===== src/rtl/mcu_control_pkg.sv =====
// Shared definitions for the 12-bit microcontroller control path and datapath:
// opcode map, ALU op codes, FSM state encoding and the decoded-instruction bundle.
package mcu_control_pkg;

  localparam int OPCODE_W  = 4;
  localparam int OPERAND_W = 8;

  typedef logic [OPCODE_W-1:0] opcode_t;

  localparam opcode_t OP_NOP  = 4'h0;
  localparam opcode_t OP_LDI  = 4'h1;
  localparam opcode_t OP_LDM  = 4'h2;
  localparam opcode_t OP_STM  = 4'h3;
  localparam opcode_t OP_ADD  = 4'h4;
  localparam opcode_t OP_ADDI = 4'h5;
  localparam opcode_t OP_SUB  = 4'h6;
  localparam opcode_t OP_SUBI = 4'h7;
  localparam opcode_t OP_AND  = 4'h8;
  localparam opcode_t OP_ANDI = 4'h9;
  localparam opcode_t OP_JMP  = 4'hA;
  localparam opcode_t OP_JZ   = 4'hB;
  localparam opcode_t OP_JC   = 4'hC;
  localparam opcode_t OP_RSVD_D = 4'hD;
  localparam opcode_t OP_RSVD_E = 4'hE;
  localparam opcode_t OP_HLT  = 4'hF;

  typedef enum logic [2:0] {
    ALU_PASS = 3'd0,
    ALU_ADD  = 3'd1,
    ALU_SUB  = 3'd2,
    ALU_AND  = 3'd3
  } alu_op_t;

  typedef enum logic [2:0] {
    ST_FETCH  = 3'd0,
    ST_DECODE = 3'd1,
    ST_MEM    = 3'd2,
    ST_EXEC   = 3'd3,
    ST_HALT   = 3'd4
  } state_t;

  typedef enum logic [1:0] {
    BR_NONE   = 2'd0,
    BR_ALWAYS = 2'd1,
    BR_ZERO   = 2'd2,
    BR_CARRY  = 2'd3
  } branch_t;

  typedef struct packed {
    logic    is_mem;
    logic    is_imm;
    logic    is_alu;
    logic    is_store;
    logic    is_branch;
    logic    is_halt;
    alu_op_t alu_op;
    branch_t br_cond;
  } decode_t;

  // Only arithmetic results carry meaningful carry/borrow; logic and loads clear C.
  function automatic logic alu_writes_carry(alu_op_t op);
    return (op == ALU_ADD) || (op == ALU_SUB);
  endfunction

endpackage


===== src/rtl/mcu_control_if.sv =====
// Control-path bundle between the mcu_control FSM (master) and the datapath (slave).
interface mcu_control_if #(
  parameter int OPW = 4,
  parameter int AW  = 8
);
  import mcu_control_pkg::*;

  logic          i_run;
  logic [OPW+AW-1:0] i_ir;
  logic          i_alu_zero;
  logic          i_alu_carry;

  logic          o_pc_en;
  logic          o_pc_sel;
  logic          o_ir_en;
  logic          o_dr_en;
  logic          o_alu_src;
  alu_op_t       o_alu_op;
  logic          o_acc_en;
  logic          o_ram_we;
  logic          o_halted;
  logic          o_retire;

  modport master (
    input  i_run, i_ir, i_alu_zero, i_alu_carry,
    output o_pc_en, o_pc_sel, o_ir_en, o_dr_en, o_alu_src, o_alu_op,
           o_acc_en, o_ram_we, o_halted, o_retire
  );

  modport slave (
    output i_run, i_ir, i_alu_zero, i_alu_carry,
    input  o_pc_en, o_pc_sel, o_ir_en, o_dr_en, o_alu_src, o_alu_op,
           o_acc_en, o_ram_we, o_halted, o_retire
  );

endinterface


===== src/rtl/mcu_control_instr_decode.sv =====
// Pure combinational opcode classifier; reserved opcodes decode to an empty class (NOP).
module mcu_control_instr_decode
  import mcu_control_pkg::*;
#(
  parameter int OPW = 4
) (
  input  logic [OPW-1:0] opcode,
  output decode_t        dec
);

  always_comb begin
    dec         = '0;
    dec.alu_op  = ALU_PASS;
    dec.br_cond = BR_NONE;
    case (opcode)
      OP_LDI:  begin dec.is_alu = 1'b1; dec.is_imm = 1'b1; dec.alu_op = ALU_PASS; end
      OP_LDM:  begin dec.is_alu = 1'b1; dec.is_mem = 1'b1; dec.alu_op = ALU_PASS; end
      OP_STM:  dec.is_store = 1'b1;
      OP_ADD:  begin dec.is_alu = 1'b1; dec.is_mem = 1'b1; dec.alu_op = ALU_ADD; end
      OP_ADDI: begin dec.is_alu = 1'b1; dec.is_imm = 1'b1; dec.alu_op = ALU_ADD; end
      OP_SUB:  begin dec.is_alu = 1'b1; dec.is_mem = 1'b1; dec.alu_op = ALU_SUB; end
      OP_SUBI: begin dec.is_alu = 1'b1; dec.is_imm = 1'b1; dec.alu_op = ALU_SUB; end
      OP_AND:  begin dec.is_alu = 1'b1; dec.is_mem = 1'b1; dec.alu_op = ALU_AND; end
      OP_ANDI: begin dec.is_alu = 1'b1; dec.is_imm = 1'b1; dec.alu_op = ALU_AND; end
      OP_JMP:  begin dec.is_branch = 1'b1; dec.br_cond = BR_ALWAYS; end
      OP_JZ:   begin dec.is_branch = 1'b1; dec.br_cond = BR_ZERO;   end
      OP_JC:   begin dec.is_branch = 1'b1; dec.br_cond = BR_CARRY;  end
      OP_HLT:  dec.is_halt = 1'b1;
      default: ;
    endcase
  end

endmodule


===== src/rtl/mcu_control.sv =====
// Instruction sequencer: FETCH -> DECODE -> [MEM] -> EXEC, plus HALT, with Z/C flags.
// Strobes are combinational from state and opcode and are all forced low during reset.
module mcu_control
  import mcu_control_pkg::*;
#(
  parameter int OPW = 4,
  parameter int AW  = 8
) (
  input  logic          i_clk,
  input  logic          i_rst_n,
  mcu_control_if.master bus
);

  state_t   state_q, state_d;
  logic     z_q, z_d;
  logic     c_q, c_d;
  decode_t  dec;

  logic     pc_en, pc_sel, ir_en, dr_en, alu_src, acc_en, ram_we, halted, retire;
  alu_op_t  alu_op;
  logic     branch_taken;

  mcu_control_instr_decode #(.OPW(OPW)) u_decode (
    .opcode (bus.i_ir[OPW+AW-1 -: OPW]),
    .dec    (dec)
  );

  always_ff @(posedge i_clk) begin
    if (!i_rst_n) begin
      state_q <= ST_FETCH;
      z_q     <= 1'b0;
      c_q     <= 1'b0;
    end else begin
      state_q <= state_d;
      z_q     <= z_d;
      c_q     <= c_d;
    end
  end

  always_comb begin
    case (dec.br_cond)
      BR_ALWAYS: branch_taken = 1'b1;
      BR_ZERO:   branch_taken = z_q;
      BR_CARRY:  branch_taken = c_q;
      default:   branch_taken = 1'b0;
    endcase
  end

  always_comb begin
    state_d = state_q;
    z_d     = z_q;
    c_d     = c_q;
    pc_en   = 1'b0;
    pc_sel  = 1'b0;
    ir_en   = 1'b0;
    dr_en   = 1'b0;
    alu_src = 1'b0;
    alu_op  = ALU_PASS;
    acc_en  = 1'b0;
    ram_we  = 1'b0;
    halted  = 1'b0;
    retire  = 1'b0;

    case (state_q)
      ST_FETCH: begin
        if (bus.i_run) begin
          ir_en   = 1'b1;
          state_d = ST_DECODE;
        end
      end
      ST_DECODE: begin
        if (dec.is_halt)     state_d = ST_HALT;
        else if (dec.is_mem) state_d = ST_MEM;
        else                 state_d = ST_EXEC;
      end
      ST_MEM: begin
        dr_en   = 1'b1;
        state_d = ST_EXEC;
      end
      ST_EXEC: begin
        pc_en   = 1'b1;
        retire  = 1'b1;
        state_d = ST_FETCH;
        if (dec.is_alu) begin
          acc_en  = 1'b1;
          alu_src = dec.is_imm;
          alu_op  = dec.alu_op;
          z_d     = bus.i_alu_zero;
          c_d     = alu_writes_carry(dec.alu_op) ? bus.i_alu_carry : 1'b0;
        end
        if (dec.is_store)  ram_we = 1'b1;
        if (dec.is_branch) pc_sel = branch_taken;
      end
      ST_HALT: begin
        halted = 1'b1;
      end
      default: state_d = ST_FETCH;
    endcase

    // Abandon any in-flight instruction: no strobe may escape while reset is low.
    if (!i_rst_n) begin
      pc_en   = 1'b0;
      pc_sel  = 1'b0;
      ir_en   = 1'b0;
      dr_en   = 1'b0;
      alu_src = 1'b0;
      alu_op  = ALU_PASS;
      acc_en  = 1'b0;
      ram_we  = 1'b0;
      halted  = 1'b0;
      retire  = 1'b0;
    end
  end

  assign bus.o_pc_en    = pc_en;
  assign bus.o_pc_sel   = pc_sel;
  assign bus.o_ir_en    = ir_en;
  assign bus.o_dr_en    = dr_en;
  assign bus.o_alu_src  = alu_src;
  assign bus.o_alu_op   = alu_op;
  assign bus.o_acc_en   = acc_en;
  assign bus.o_ram_we   = ram_we;
  assign bus.o_halted   = halted;
  assign bus.o_retire   = retire;

endmodule

===== src/flat_wrapper.sv =====
// flat-port wrapper written by rule: the top's interface ports become plain ports
module mcu_control_flat import mcu_control_pkg::*;
#(
  parameter int OPW = 4,
  parameter int AW  = 8
)
  (i_clk, i_rst_n, bus_i_run, bus_i_ir, bus_i_alu_zero, bus_i_alu_carry, bus_o_pc_en, bus_o_pc_sel, bus_o_ir_en, bus_o_dr_en, bus_o_alu_src, bus_o_alu_op, bus_o_acc_en, bus_o_ram_we, bus_o_halted, bus_o_retire);
  mcu_control_if #(.OPW(OPW), .AW(AW)) bus_i ();
  input  logic i_clk;
  input  logic i_rst_n;
  input wire logic [$bits(bus_i.i_run)-1:0] bus_i_run;
  input wire logic [$bits(bus_i.i_ir)-1:0] bus_i_ir;
  input wire logic [$bits(bus_i.i_alu_zero)-1:0] bus_i_alu_zero;
  input wire logic [$bits(bus_i.i_alu_carry)-1:0] bus_i_alu_carry;
  output wire logic [$bits(bus_i.o_pc_en)-1:0] bus_o_pc_en;
  output wire logic [$bits(bus_i.o_pc_sel)-1:0] bus_o_pc_sel;
  output wire logic [$bits(bus_i.o_ir_en)-1:0] bus_o_ir_en;
  output wire logic [$bits(bus_i.o_dr_en)-1:0] bus_o_dr_en;
  output wire logic [$bits(bus_i.o_alu_src)-1:0] bus_o_alu_src;
  output wire logic [$bits(bus_i.o_alu_op)-1:0] bus_o_alu_op;
  output wire logic [$bits(bus_i.o_acc_en)-1:0] bus_o_acc_en;
  output wire logic [$bits(bus_i.o_ram_we)-1:0] bus_o_ram_we;
  output wire logic [$bits(bus_i.o_halted)-1:0] bus_o_halted;
  output wire logic [$bits(bus_i.o_retire)-1:0] bus_o_retire;
  assign bus_i.i_run = bus_i_run;
  assign bus_i.i_ir = bus_i_ir;
  assign bus_i.i_alu_zero = bus_i_alu_zero;
  assign bus_i.i_alu_carry = bus_i_alu_carry;
  assign bus_o_pc_en = bus_i.o_pc_en;
  assign bus_o_pc_sel = bus_i.o_pc_sel;
  assign bus_o_ir_en = bus_i.o_ir_en;
  assign bus_o_dr_en = bus_i.o_dr_en;
  assign bus_o_alu_src = bus_i.o_alu_src;
  assign bus_o_alu_op = bus_i.o_alu_op;
  assign bus_o_acc_en = bus_i.o_acc_en;
  assign bus_o_ram_we = bus_i.o_ram_we;
  assign bus_o_halted = bus_i.o_halted;
  assign bus_o_retire = bus_i.o_retire;
  mcu_control #(.OPW(OPW), .AW(AW)) u_core (.i_clk(i_clk), .i_rst_n(i_rst_n), .bus(bus_i));
endmodule

===== config.mk =====
export PLATFORM = sky130hd
export DESIGN_NAME = mcu_control_flat
export DESIGN_NICKNAME = d
export VERILOG_FILES = /design/src/rtl/mcu_control_pkg.sv /design/src/rtl/mcu_control_if.sv /design/src/rtl/mcu_control_instr_decode.sv /design/src/rtl/mcu_control.sv /design/src/flat_wrapper.sv
export SDC_FILE = /design/constraint.sdc
export NUM_CORES = 1
export LEC_CHECK = 0
export ABC_CLOCK_PERIOD_IN_PS = 1690
export CAP_MARGIN = 10
export CORE_UTILIZATION = 36
export CTS_BUF_LIST = sky130_fd_sc_hd__clkbuf_16
export DETAILED_ROUTE_END_ITERATION = 10
export PLACE_DENSITY = 0.85
export SYNTH_ARGS = -nofsm -noshare
export SYNTH_HDL_FRONTEND = slang
export SYNTH_SLANG_ARGS = --single-unit

===== constraint.sdc =====
create_clock -name i_clk -period 1.69 [get_ports i_clk]
set_input_delay 0.338 -clock i_clk [delete_from_list [all_inputs] [get_ports i_clk]]
set_output_delay 0.338 -clock i_clk [all_outputs]
set_load 0.01 [all_outputs]

# Word level (Yosys, flattened, before mapping)
# Cells that the tools add are included.
[classes] mux=38 n_bitwise=1 n_eq_ne=23 n_reduce_logical=11
[ops] cell="2-to-1 mux 1 bit" count=29
[ops] cell="equality test 4 bit (second input constant)" count=6
[ops] cell="equality test 4 x 3 -> 1 bit (second input constant)" count=4
[ops] cell="2-to-1 mux 3 bit" count=4
[ops] cell="one-hot mux 2 bit (3 select lines)" count=2
[ops] cell="one-hot mux 3 bit (4 select lines)" count=1
[ops] cell="equality test 4 x 2 -> 1 bit (second input constant)" count=2
[ops] cell="OR reduction 4 bit" count=2
[ops] cell="OR reduction 8 bit" count=1
[ops] cell="equality test 2 bit (second input constant)" count=3
[ops] cell="equality test 3 x 2 -> 1 bit (second input constant)" count=2
[ops] cell="OR reduction 2 bit" count=3
[ops] cell="equality test 2 x 1 -> 1 bit (second input constant)" count=2
[ops] cell="equality test 4 x 1 -> 1 bit (second input constant)" count=1
[ops] cell="AND reduction 2 bit" count=2
[ops] cell="equality test 3 x 1 -> 1 bit (second input constant)" count=1
[ops] cell="equality test 3 bit (second input constant)" count=1
[ops] cell="zero test 3 bit" count=1
[ops] cell="one-hot mux 1 bit (3 select lines)" count=1
[ops] cell="OR reduction 3 bit" count=1
[ops] cell="2-to-1 mux 2 bit" count=1
[ops] cell="inequality test 2 bit (second input constant)" count=1
[ops] cell="logical OR 1 bit" count=1
[ops] cell="inverter 1 bit" count=1
[word_totals] input_bits=17 elab_cells=76 reg_bits=5

# Longest topological paths before layout
# Gate-level depths: netlist of run 1.
[depth] depth_word=7 mapped_depth=4 depth_no_buf=3

# By module
# Synthesis of run 1 repeated with hierarchy kept, for this count alone.
[hier_totals] hier_cells=72 area_unflattened_um2=559.3
[by_module_without_submodules] mod="mcu_control" area_per_inst_um2=364.1 cells_each=41 instances=1 seq_area_each_um2=100.1
[by_module_without_submodules] mod="mcu_control_instr_decode" area_per_inst_um2=195.2 cells_each=31 instances=1 seq_area_each_um2=0.0

# Worst setup path after synthesis of run 1
# OpenSTA, ideal clock, no wires.
[synth_path] path_kind="input -> output" startpoint="in i_rst_n" endpoint="out bus_o_ram_we" setup_slack_ns=0.110 t_required_ns=1.352 arrival_time_ns=1.242 path_stages=3 cell_sequence="clkbuf_1 > nand3_1 > nor4_1"
[synth_between] elab_chain_len=1
[synth_lines] element="start, declared" line_no="flat_wrapper.sv:10" text="input logic i_rst_n;"
[synth_lines] element="2-to-1 mux 1 bit" line_no="mcu_control.sv:101" text="if (!i_rst_n) begin"
[synth_lines] element="end, declared" line_no="flat_wrapper.sv:22" text="output wire logic [$bits(bus_i.o_ram_we)-1:0] bus_o_ram_we;"
# Every way passes these cells.

# Worst setup path after layout of run 1
[layout_path] startpoint="in bus_i_ir[10]" endpoint="out bus_o_alu_src"
[layout_between] elab_chain_len=6 elab_cells_between_ends=15
[layout_lines] element="start, declared" line_no="flat_wrapper.sv:12" text="input wire logic [$bits(bus_i.i_ir)-1:0] bus_i_ir;"
[layout_lines] element="equality test 4 bit, or another cell as far along" line_no="mcu_control_instr_decode.sv:15" text="case (opcode)"
[layout_lines] element="OR reduction 8 bit (no source line) or OR reduction 4 bit (tied branches)"
[layout_lines] element="2-to-1 mux 1 bit" line_no="mcu_control_instr_decode.sv:15"
[layout_lines] element="2-to-1 mux 1 bit (*)" line_no="mcu_control.sv:84" text="if (dec.is_alu) begin"
[layout_lines] element="2-to-1 mux 1 bit (*)" line_no="mcu_control.sv:64" text="case (state_q)"
[layout_lines] element="2-to-1 mux 1 bit (*)" line_no="mcu_control.sv:101"
[layout_lines] element="end, declared" line_no="flat_wrapper.sv:19" text="output wire logic [$bits(bus_i.o_alu_src)-1:0] bus_o_alu_src;"
# Every way passes the cells marked *; elsewhere a longest branch is shown, timed or not.

==> impl_metrics.toml, run 1 <==
[layout]
fin_util_pct = 79.1
final_nets = 124
drive_above_1_share_pct = 51.9
diodes = 0
design_area_um2 = 938
areaGrowthSynthToFinish_pct = 92.8

[grt]
grt_usage_pct = 24.1
first_global_vias = 570
overflow = 0
grt_first_pass_wirelength_um = 2390
antenna_found_initial = 0
grt_max_degree = 9

[routing]
wl_per_cell_um = 11.9
vias = 598
firstDrtPassIters = 4
viasPerCell = 4.98
antenna_left = 0
drt_iter0_markers = 10
drc = 0
wirelength_um = 1430

[synthesis]
avgSynthCellArea_um2 = 7.49
synth_edf_count = 0
postSynthCellCount = 65
ys_seq_elements = 5
synth_seq_area_share_pct = 20.6
synth-async-reset-ratio_pct = 0
synth_ff_type = "dfxtp_1"
synth_warnings = 0
syn-cell-area_um2 = 487
syn_nets = 82
ys_types = 33

[die]
die_h_um = 38.8
start_util_pct = 41.0
io_pins = 29
die_x_um = 38.8
placementRows = 12
die_area_mm2 = 0.00150
core_area_mm2 = 0.00119

[worst_setup_path]
worst_ep_required_time_ns = 1.35
critPathSlowestCell = "a2111oi_4"
critPathMaxFanout = 4
critPathMostFrequentCell = "buf_4"
end_kind = "primary output"
arrival_ns = 1.34
r2r_setup_slack_ns = 0.38
critPathBufInv = 4
crit_chain = "dlygate4sd2_1, buf_4, buf_4, a2111oi_4, buf_2"
cp_slowest_stage_delay_ns = 0.26
critical_path_class = "input pin to primary output"
cp.depth = 5
reg2reg_depth = 5
cp_top_family = "buffers and inverters"
start_kind = "input pin"

[sta]
slew_viol_final = 0
rsz0062_at_grt = "true"
hold_viol = 0
setup_viol = 0
clock_skew_ns = 0.000465
setup_slack_ns = 0.0140
max_clock_freq_ghz = 0.597
timing.final.crit_share_pct = 99.2
fin_crit_ns = 1.68

[power]
clkPwrFrac_pct = 52.9
switching_power_w = 0.000166
leakage_nw = 0.432
swShare_pct = 23.4
comb_power_share_pct = 28.0
peakVddDrop_mv = 0.780
cellInternalPower_w = 0.000544
pwr-share-seq_pct = 19.0
p_per_area_mw_per_mm2 = 757

[place]
port_buffers = 19
gp_congestion = 0.755
post-place-ws_ns = -0.633
placed_cell_area_um2 = 787
dpl.hpwl_um = 950

[min_path]
holdPathStages = 2
worst_hold_path_type = "flop to flop"

[cts]
h-tree-depth = 1
cts-root-buf = "clkbuf_16"
cts_tree = "yes"
clk_path_buf_depth = 2
cts_buffers = 3
clkSinkCount = 5
clk_latency_ns = 0.22
clkSlewWorstSetupHoldPaths_ns = 0.03

[outcome]
status = "complete, no violations"

[job]
drv_cap = 0
-- final timing paths --
check,endpoint,from
worst max-delay path,bus_o_alu_src,bus_i_ir[10]
worst min-delay path,u_core.z_q,u_core.z_q
worst max register to register,u_core.z_q,u_core.state_q[2]
worst min register to register,u_core.z_q,u_core.z_q
-- registers in the layout (all words and copies together), names as in the netlist --
register        count
u_core.state_q      3
u_core.z_q          1
u_core.c_q          1
-- tightest hold or removal path, delay by kind of cell, from the launching register on --
| family | cells | cell delay, ns |
|---|---|---|
| flops | 1 | 0.30 |
| mux | 1 | 0.05 |
| simple gates | 1 | 0.05 |
-- final cells by class --
cell class | count | area, um^2
inverter | 2 | 7.51
clock buffer | 3 | 75.1
sequential | 5 | 101
multi-input combinational | 51 | 402
clock inverter | 1 | 3.75
timing repair buffer | 44 | 332
tap | 14 | 17.5
fill | 85 | 248
-- power groups by stage --
stage	combinational [W]	sequential, W	clock (W)
6_report	0.000199	0.000135	0.000376
4_1_cts	0.000190	0.000134	0.000383
2_1_floorplan	0.0000818	0.000138	0
3_3_place_gp	0.000166	0.000133	0
5_1_grt	0.000217	0.000136	0.000394
3_5_place_dp	0.000170	0.000134	0
-- what timing repair did --
action                     in CTS  in global routing
pin swaps                       6                  2
setup buffers                   6                  0
setup endpoints to repair      13                 10
cloned                          0                  0
resized for setup              50                 15
hold endpoints to repair        0                  0
hold buffers                    0                  0
-- cells by family after synthesis --
| family | count (synthesis) | synth area share, % |
|---|---|---|
| DFF | 5 | 20.6 |
| other | 1 | 0.770 |
| muxes | 2 | 4.11 |
| AOI/OAI and AO/OA | 10 | 14.1 |
| and+or+nand+nor | 37 | 46.8 |
| xor gates and xnor gates | 1 | 1.80 |
| buffers and inverters | 9 | 11.8 |
-- layout by cell type, fill, tap and decap left out, types with 3 or more instances in the layout --
cell type        synthesis  routed
a21oi_1                  5       3
buf_2                    1       7
buf_4                    4      21
buf_6                    1       4
clkbuf_16                0       3
clkbuf_2                 0       4
clkdlybuf4s50_1          0       3
dfxtp_1                  5       4
dlygate4sd2_1            0       5
inv_1                    2       3
nand2_1                  6       6
nand2b_1                 3       3
nor2_1                   4       3
-- synthesized netlist by cell type, drive strengths merged (3+ instances only) --
cell | number | area (um^2)
a21oi | 5 | 25.0
buf | 6 | 46.3
dfxtp | 5 | 100
nand2 | 6 | 22.5
nand2b | 3 | 18.8
nor2 | 4 | 15.0
nor2b | 5 | 31.3
nor3b | 3 | 22.5
nor4 | 3 | 25.0
-- routing by layer --
metal	global-route usage, %	wire length, um	vias to the layer above	part of all wire [%]
met2	39.6	747	16	52
met4	15.5	10	0	0.70
met1	27.9	626	273	44
li1	-	-	307	-
met3	4.62	46	2	3.2
met5	0	0	-	0
-- stage by stage --
step,total power [W],setup TNS [ns],hold WS (ns),cells
6_report,0.000710,0,0.457,120
5_1_grt,0.000747,-0.136,0.470,120
4_1_cts,0.000708,-0.0417,0.450,120
3_5_place_dp,0.000303,-6.48,0.445,110
3_3_place_gp,0.000299,-6.32,0.442,110
2_1_floorplan,0.000220,0,0.430,65
Note: power is estimated with default switching activity, not from simulation.
==> run 2: changes to the inputs <==
SLEW_MARGIN = 10   (was unset)
==> results of run 2 <==
Final layout, timing and power as in run 1 (identical DEF).
==> run 3: changes to the inputs <==
RECOVER_POWER = 100   (was unset)
==> run 3 against run 2 <==
Effect of this change: count of clock-buffer cells in the layout stayed put; critical path type unchanged; worst setup slack about the same; die area stayed put; clock skew unchanged; combinational power down 3%; via count is 0.67% higher; non-clock buffer count is the same; wire length fell by 0.42%; sequential share of layout area grew 0.15 points.
==> impl_metrics.toml, run 3 (synthesis results as in run 1) <==
[layout]
largest-register = "u_core.state_q"
areaGrowthSynthToFinish_pct = 90.2
stdcell_count = 120
final_nets = 124
fillers = 89
final_common_cell = "buf_4"
register_area_um2 = 101
final_cell_mix = "buf_4, nand2_1, clkbuf_2, buf_2, dlygate4sd2_1"
drive_above_1_share_pct = 50.0
diodes = 0
reg.largest.list = "u_core.state_q x3, u_core.c_q x1, u_core.z_q x1"
multi_input_area_um2 = 395
largest_reg_flops = 3

[die]
core_area_mm2 = 0.00119
die_x_um = 38.8
die_h_um = 38.8
placementRows = 12
die_area_mm2 = 0.00150
io_pins = 29
start_util_pct = 41.0

[sta]
hold_viol = 0
setup_viol = 0
fin_crit_ns = 1.68
slew_viol_final = 0
clock_skew_ns = 0.000465
timing.final.crit_share_pct = 99.2
max_clock_freq_ghz = 0.597
rsz0062_at_grt = "true"
setup_slack_ns = 0.0140

[job]
drv_cap = 0

[routing]
drt_iter0_markers = 10
wl_per_cell_um = 11.9
vias = 602
firstDrtPassIters = 4
wirelength_um = 1420
antenna_left = 0
drc = 0
viasPerCell = 5.02

[cts]
cts_tree = "yes"
holdBufCountCts = 0
cts_buffers = 3
clk_latency_ns = 0.22
clkSlewWorstSetupHoldPaths_ns = 0.03
clk_path_buf_depth = 2
cts-root-buf = "clkbuf_16"
clkSinkCount = 5
h-tree-depth = 1

[grt]
antenna_found_initial = 0
grt_usage_pct = 24.1
overflow = 0
first_global_vias = 570
grt_first_pass_wirelength_um = 2390
grt_max_degree = 9

[outcome]
status = "complete, no violations"

[worst_setup_path]
worst_ep_required_time_ns = 1.35
critical_path_class = "input pin to primary output"
start_kind = "input pin"
end_kind = "primary output"
arrival_ns = 1.34
critPathMaxFanout = 4

[power]
p_per_area_mw_per_mm2 = 762
peakVddDrop_mv = 0.778
leakage_nw = 0.425

[place]
post-place-ws_ns = -0.633
dp.cells = 110
port_buffers = 19
gp_congestion = 0.755
dpl.hpwl_um = 950

[min_path]
worst_hold_path_type = "flop to flop"
-- run 3: final timing paths --
kind	startpoint	to	slack, ns	cells after the start
max reg2reg	u_core.state_q[2]	u_core.z_q	0.33	5
max	bus_i_ir[10]	bus_o_alu_src	0.01	5
min	u_core.z_q	u_core.z_q	0.46	2
min reg2reg	u_core.z_q	u_core.z_q	0.46	2
-- run 3: cell type report --
class,instances,share of cell area (%)
clock inverter,1,0.405
timing repair buffer,44,35.1
tap,14,1.89
sequential,5,10.9
multi-input combinational,51,42.7
clock buffer,3,8.11
inverter,2,0.811
-- run 3: through the flow --
stage	util, %	total power, W	hold slack, ns	cell area (um^2)	setup TNS, ns
after CTS	78.2	0.000708	0.450	927	-0.0417
final	78.1	0.000705	0.457	926	0
after detailed placement	66.4	0.000303	0.445	787	-6.48
after global placement	66.4	0.000299	0.442	787	-6.32
after floorplan	-	0.000220	0.430	487	0
after global routing	78.1	0.000742	0.470	926	-0.136
-- run 3: worst max-delay path: stages --
cell and delay (ns):
dlygate4sd2_1 0.25, buf_4 0.15, buf_4 0.16, a2111oi_4 0.26
buf_2 0.17
-- run 3: power by group --
group | total [W] | switching, W | internal (W)
registers | 0.000135 | 0.00000634 | 0.000129
logic | 0.000194 | 0.0000880 | 0.000106
clock network | 0.000376 | 0.0000703 | 0.000306
-- run 3: what timing repair did --
action,CTS,global route
pin swaps,6,2
setup buffers,6,0
gates resized for setup,50,15
endpoints found under the setup margin,13,10
-- run 3: layer usage --
metal	share of wire (%)	vias to the layer above	global-route usage, %	wire [um]
li1	-	307	-	-
met2	52	14	39.6	745
met4	0.70	0	15.5	10
met3	2.9	2	4.62	42
met1	44	279	27.9	626
met5	0	-	0	0
==> patch 1, RTL diff (settings of run 1) <==
The 5 states of `state_t` get a Gray code encoding in 3 bits.
--- a/src/rtl/mcu_control_pkg.sv
+++ b/src/rtl/mcu_control_pkg.sv
@@ -34,7 +34,7 @@
   typedef enum logic [2:0] {
-    ST_FETCH  = 3'd0,
-    ST_DECODE = 3'd1,
-    ST_MEM    = 3'd2,
-    ST_EXEC   = 3'd3,
-    ST_HALT   = 3'd4
+    ST_FETCH  = 3'b000,
+    ST_DECODE = 3'b001,
+    ST_MEM    = 3'b011,
+    ST_EXEC   = 3'b010,
+    ST_HALT   = 3'b110
   } state_t;
Formal check against the unedited RTL: no difference found for any inputs over 10 cycles, from zero or initial values and one cycle with i_rst_n low; not proved beyond that.
==> patch 1 against run 1 <==
- design area decreased by 6.1%
- sequential cell count unchanged
- synthesized cell count is 11% lower
- power is 11% lower
- worst setup slack improved by 0.042 ns
- count of clock-buffer cells in the layout is the same
- clock skew barely moved
- synthesized area decreased by 12%
- routed wire length is 3.8% lower
- critical path type unchanged
==> patch 1: results (changes against run 1) <==
synthesis:
  ys.flop_type: "dfxtp_1"  # unchanged
  synth_xor_area_share_pct: 2.04  # was 1.80%
  yosys_warnings: 0  # unchanged
  synthTopCellsByCount: "5 x and3_1, 5 x dfxtp_1, 5 x nand2_1, 5 x nor2_1"  # was 6 x nand2_1, 5 x a21oi_1, 5 x dfxtp_1, 5 x nor2b_1
  synth_seq_area_share_pct: 23.3  # was 20.6%
  synth_cell_types: 25  # was 33
  synth.mux.area_fraction_pct: 4.66  # was 4.11%
  ys_async_sr_fraction_pct: 0  # unchanged
  synth-compound-area-share_pct: 13.1  # was 14.1%
  synth_area_leaders: "dfxtp_1 23%, and3_1 7.3%, nor2b_1 5.8%"  # was dfxtp_1 21%, nor2b_1 6.4%, buf_4 6.2%
  synth.net_count: 75  # was 82
critical_path:
  arrival_ns: 1.30  # was 1.34 ns
  slowest_stage: "dlygate4sd2_1"  # was a2111oi_4
  crit_family: "buffers and inverters"  # unchanged
  crit_path_max_fanout: 6  # was 4
  cpPeakStageDelay_ns: 0.30  # was 0.26 ns
detailed_routing:
  dr_wl_met3_um: 81  # was 46 um
  initialDrtViolationCount: 17  # was 10
  top_layer_used: "met4"  # unchanged
  wl_met2_um: 712  # was 747 um
  ant_nets: 0  # unchanged
  via_count: 562  # was 598
  drt-met1-wl_um: 558  # was 626 um
  routedWlPerCell_um: 12.5  # was 11.9 um
global_routing:
  grt_use_total_pct: 24.6  # was 24.1%
  antenna_found_initial: 0  # unchanged
  overflow: 0  # unchanged
  grt_max_degree: 9  # unchanged
  grt_use_met3_pct: 3.75  # was 4.62%
  gr-usage-met2_pct: 47.3  # was 39.6%
  grt_pass1_wl_um: 2320  # was 2390 um
  grtUsageMet1_pct: 24.1  # was 27.9%
clock_network:
  clock_latency_ns: 0.23
  h-tree-depth: 1  # unchanged
  numCtsBuffers: 3  # unchanged
  cts.path.max_buffers: 2  # unchanged
power_and_ir_drop:
  p_leak_nw: 0.452  # was 0.432 nW
  vdd_ir_drop_max_mv: 0.973  # was 0.780 mV
  p_seq_w: 0.000125  # was 0.000135 W
  pg_comb_w: 0.000129  # was 0.000199 W
  p_int_w: 0.000498  # was 0.000544 W
  combPwrFrac_pct: 20.4  # was 28.0%
placed_design:
  place.detailed.hpwl_um: 967  # was 950 um
  portBuffers: 19  # unchanged
  pre_cts_slack_ns: -0.782  # was -0.633 ns
  globalplace.congestion: 0.820  # was 0.755
layout:
  diodes: 0  # unchanged
  drive_gt1_share_pct: 47.9  # was 51.9%
  nets: 114  # was 124
  reg.largest.list: "u_core.state_q (3), u_core.c_q (1), u_core.z_q (1)"  # unchanged
sta:
  clock_skew_ns: 0.000349  # was 0.000465 ns
run_status:
  status: "finished, final reports clean"  # unchanged
worst_hold_path:
  hold_path.class: "reg2reg"  # unchanged
-- patch 1: changes by cell type after synthesis, moves of 2 or more --
cell     delta
buf_2       +2
nor4_1      +2
o21a_1      +2
and3_1      +4
a21oi_1     -5
buf_4       -2
nor3b_1     -2
-- patch 1: layout make-up --
cell class	count	area, sq um
Sequential cell	5	100
Timing Repair Buffer	40	317
Clock inverter	1	3.75
Fill cell	81	230
Tap cell	14	17.5
Multi-Input combinational cell	44	357
Inverter	3	11.3
Clock buffer	3	75.1
-- patch 1: cell families after synthesis --
family	Yosys count
AND/OR/NAND/NOR	33
buffers and inverters	9
AO/OA/AOI/OAI	7
flip-flops	5
multiplexers	2
XOR/XNOR	1
other	1
-- patch 1: worst paths after layout --
kind	to	slack (ns)	cells past startpoint	start
hold / removal	u_core.z_q$_SDFFE_PN0P_	0.47	2	u_core.z_q$_SDFFE_PN0P_
hold reg to reg	u_core.z_q$_SDFFE_PN0P_	0.47	2	u_core.z_q$_SDFFE_PN0P_
setup / recovery	bus_o_acc_en	0.06	5	bus_i_ir[9]
setup reg to reg	u_core.c_q$_SDFFE_PN0P_	0.19	4	u_core.state_q[2]$_SDFFE_PN0P_
-- patch 1: timing repair --
item                       CTS  global route
pin swaps                    2             0
gates resized for setup     57             4
setup endpoints to repair   13             7
setup buffers                0             0
-- patch 1: metrics by stage --
| step | TNS, ns | instance area [sq um] | std cells |
|---|---|---|---|
| CTS | 0 | 877 | 110 |
| floorplan | 0 | 430 | 58 |
| finish | 0 | 881 | 110 |
| global route | 0 | 881 | 110 |
| detailed placement | -7.48 | 754 | 106 |
| global placement | -6.98 | 754 | 106 |
-- patch 1: worst min-delay path: stages (launching register included) --
cell	delay [ns]
dfxtp_1	0.30
nand2_1	0.06
mux2i_1	0.06
==> patch 2, RTL diff (settings of run 1) <==
Without the edit above. Reset style: asynchronous (`i_rst_n`), changed in one clocked block.
--- a/src/rtl/mcu_control.sv
+++ b/src/rtl/mcu_control.sv
@@ -27,3 +27,3 @@
 
-  always_ff @(posedge i_clk) begin
+  always_ff @(posedge i_clk or negedge i_rst_n) begin
     if (!i_rst_n) begin
Function: same outputs for any inputs over 10 cycles, from zero or initial values and one cycle with i_rst_n low; that may be too few to reach the edited logic, so the function may still have changed.
==> patch 2 against run 1 <==
- register-to-register slack worse by 0.16 ns
- routed wire length down 4.9%
- sequential share of layout area up 4.1 points
- worst setup slack better by 0.042 ns
- design area down 10%
- sequential cell count unchanged
- synthesized area down 6.9%
- critical endpoint is now bus_o_pc_sel
Power is not compared: it rests on default switching activity, and its combinational part moved more than twofold at a synthesized area within 25%.
==> patch 2: results (changes against run 1) <==
global_routing:
  grt_use_met3_pct: 5.36  # was 4.62%
  gr-usage-met2_pct: 43.9  # was 39.6%
  grtUsageMet1_pct: 23.1  # was 27.9%
  overflow: 0  # unchanged
  grt_pass1_vias: 518  # was 570
  grt_use_total_pct: 22.2  # was 24.1%
  grt_pass1_wl_um: 2130  # was 2390 um
synthesis:
  syn_area_per_cell_sq_um: 7.81  # was 7.49 sq um
  yosys_warnings: 0  # unchanged
  synth_xor_area_share_pct: 1.93  # was 1.80%
  synth.mux.area_fraction_pct: 2.49  # was 4.11%
  ys_async_sr_fraction_pct: 100  # was 0%
  synth_area_leaders: "dfrtp_1 28%, a21oi_1 5.5%, nand2b_1 5.5%"  # was dfxtp_1 21%, nor2b_1 6.4%, buf_4 6.2%
  ys.flop_type: "dfrtp_1"  # was dfxtp_1
  synthTopCellsByCount: "6 x nor2_1, 5 x a21oi_1, 5 x dfrtp_1, 4 x nand2b_1"  # was 6 x nand2_1, 5 x a21oi_1, 5 x dfxtp_1, 5 x nor2b_1
  synth_cell_types: 27  # was 33
  synth-compound-area-share_pct: 14.6  # was 14.1%
  synth.net_count: 75  # was 82
  synth_seq_area_share_pct: 27.6  # was 20.6%
critical_path:
  reg2reg_depth: 4  # was 5
  arrival_ns: 1.30  # was 1.34 ns
  slowest_stage: "or2b_1"  # was a2111oi_4
  crit_family: "simple AND/OR/NAND/NOR gates"  # was buffers and inverters
  crit_path_max_fanout: 3  # was 4
floorplan:
  core-area_sq_um: 1140  # was 1190 sq um
layout:
  num-fill-cells: 93  # was 85
  regArea_sq_um: 125  # was 101 sq um
  nFlopsAndLatches: 5  # unchanged
  nets: 114  # was 124
  drive_gt1_share_pct: 45.8  # was 51.9%
  buffers: 38  # was 44
  multi_input_area_share_pct: 39.1  # was 42.8%
  fin_util_pct: 73.8  # was 79.1%
  nMultiInputCombCells: 47  # was 51
  clock_area_share_pct: 9.36  # was 8.40%
  inverters: 2  # unchanged
  buf_share_pct: 33.7  # was 35.3%
detailed_routing:
  routedWlPerCell_um: 12.4  # was 11.9 um
  wl_met2_um: 731  # was 747 um
  drt-met1-wl_um: 560  # was 626 um
  dr_wl_met3_um: 69  # was 46 um
  initialDrtViolationCount: 9  # was 10
  dr.pass1.iters: 3  # was 4
  wl_um: 1360  # was 1430 um
  via_count: 530  # was 598
  top_layer_used: "met3"  # was met4
placed_design:
  pre_cts_slack_ns: -0.811  # was -0.633 ns
  dpl-instance-area_sq_um: 736  # was 787 sq um
  globalplace.congestion: 0.751  # was 0.755
  place.detailed.hpwl_um: 913  # was 950 um
  place_inst: 102  # was 110
clock_network:
  numCtsBuffers: 3  # unchanged
  post_cts_resized: 48  # was 50
  post_cts_buffers: 3  # was 6
  clock_latency_ns: 0.22  # about the same
power_and_ir_drop:
  p_leak_nw: 0.422
  p_int_w: 0.000707
sta:
  clock_skew_ns: 0.000442  # was 0.000465 ns
run_status:
  status: "finished, final reports clean"  # unchanged
worst_hold_path:
  hold_path.class: "in2async"  # was reg2reg
[patch 2: power by group through the flow]
stage	clock network (W)	registers [W]	logic, W
CTS	0.000385	0.000203	0.000405
detailed placement	0	0.000196	0.000391
global placement	0	0.000191	0.000382
finish	0.000377	0.000205	0.000441
floorplan	0	0.000211	0.000194
global route	0.000392	0.000210	0.000479
[patch 2: final timing paths]
path / start / to / slack (ns)
worst max-delay path: bus_i_ir[10] / bus_o_pc_sel / 0.06
worst min-delay path: i_rst_n / u_core.state_q[1]$_DFFE_PN0P_ / 0.15
worst max register to register: u_core.state_q[1]$_DFFE_PN0P_ / u_core.state_q[0]$_DFFE_PN0P_ / 0.22
worst min register to register: u_core.z_q$_DFFE_PN0P_ / u_core.z_q$_DFFE_PN0P_ / 0.52
max in group asynchronous: i_rst_n / u_core.c_q$_DFFE_PN0P_ / 1.43
min in group i_clk: u_core.z_q$_DFFE_PN0P_ / u_core.z_q$_DFFE_PN0P_ / 0.52
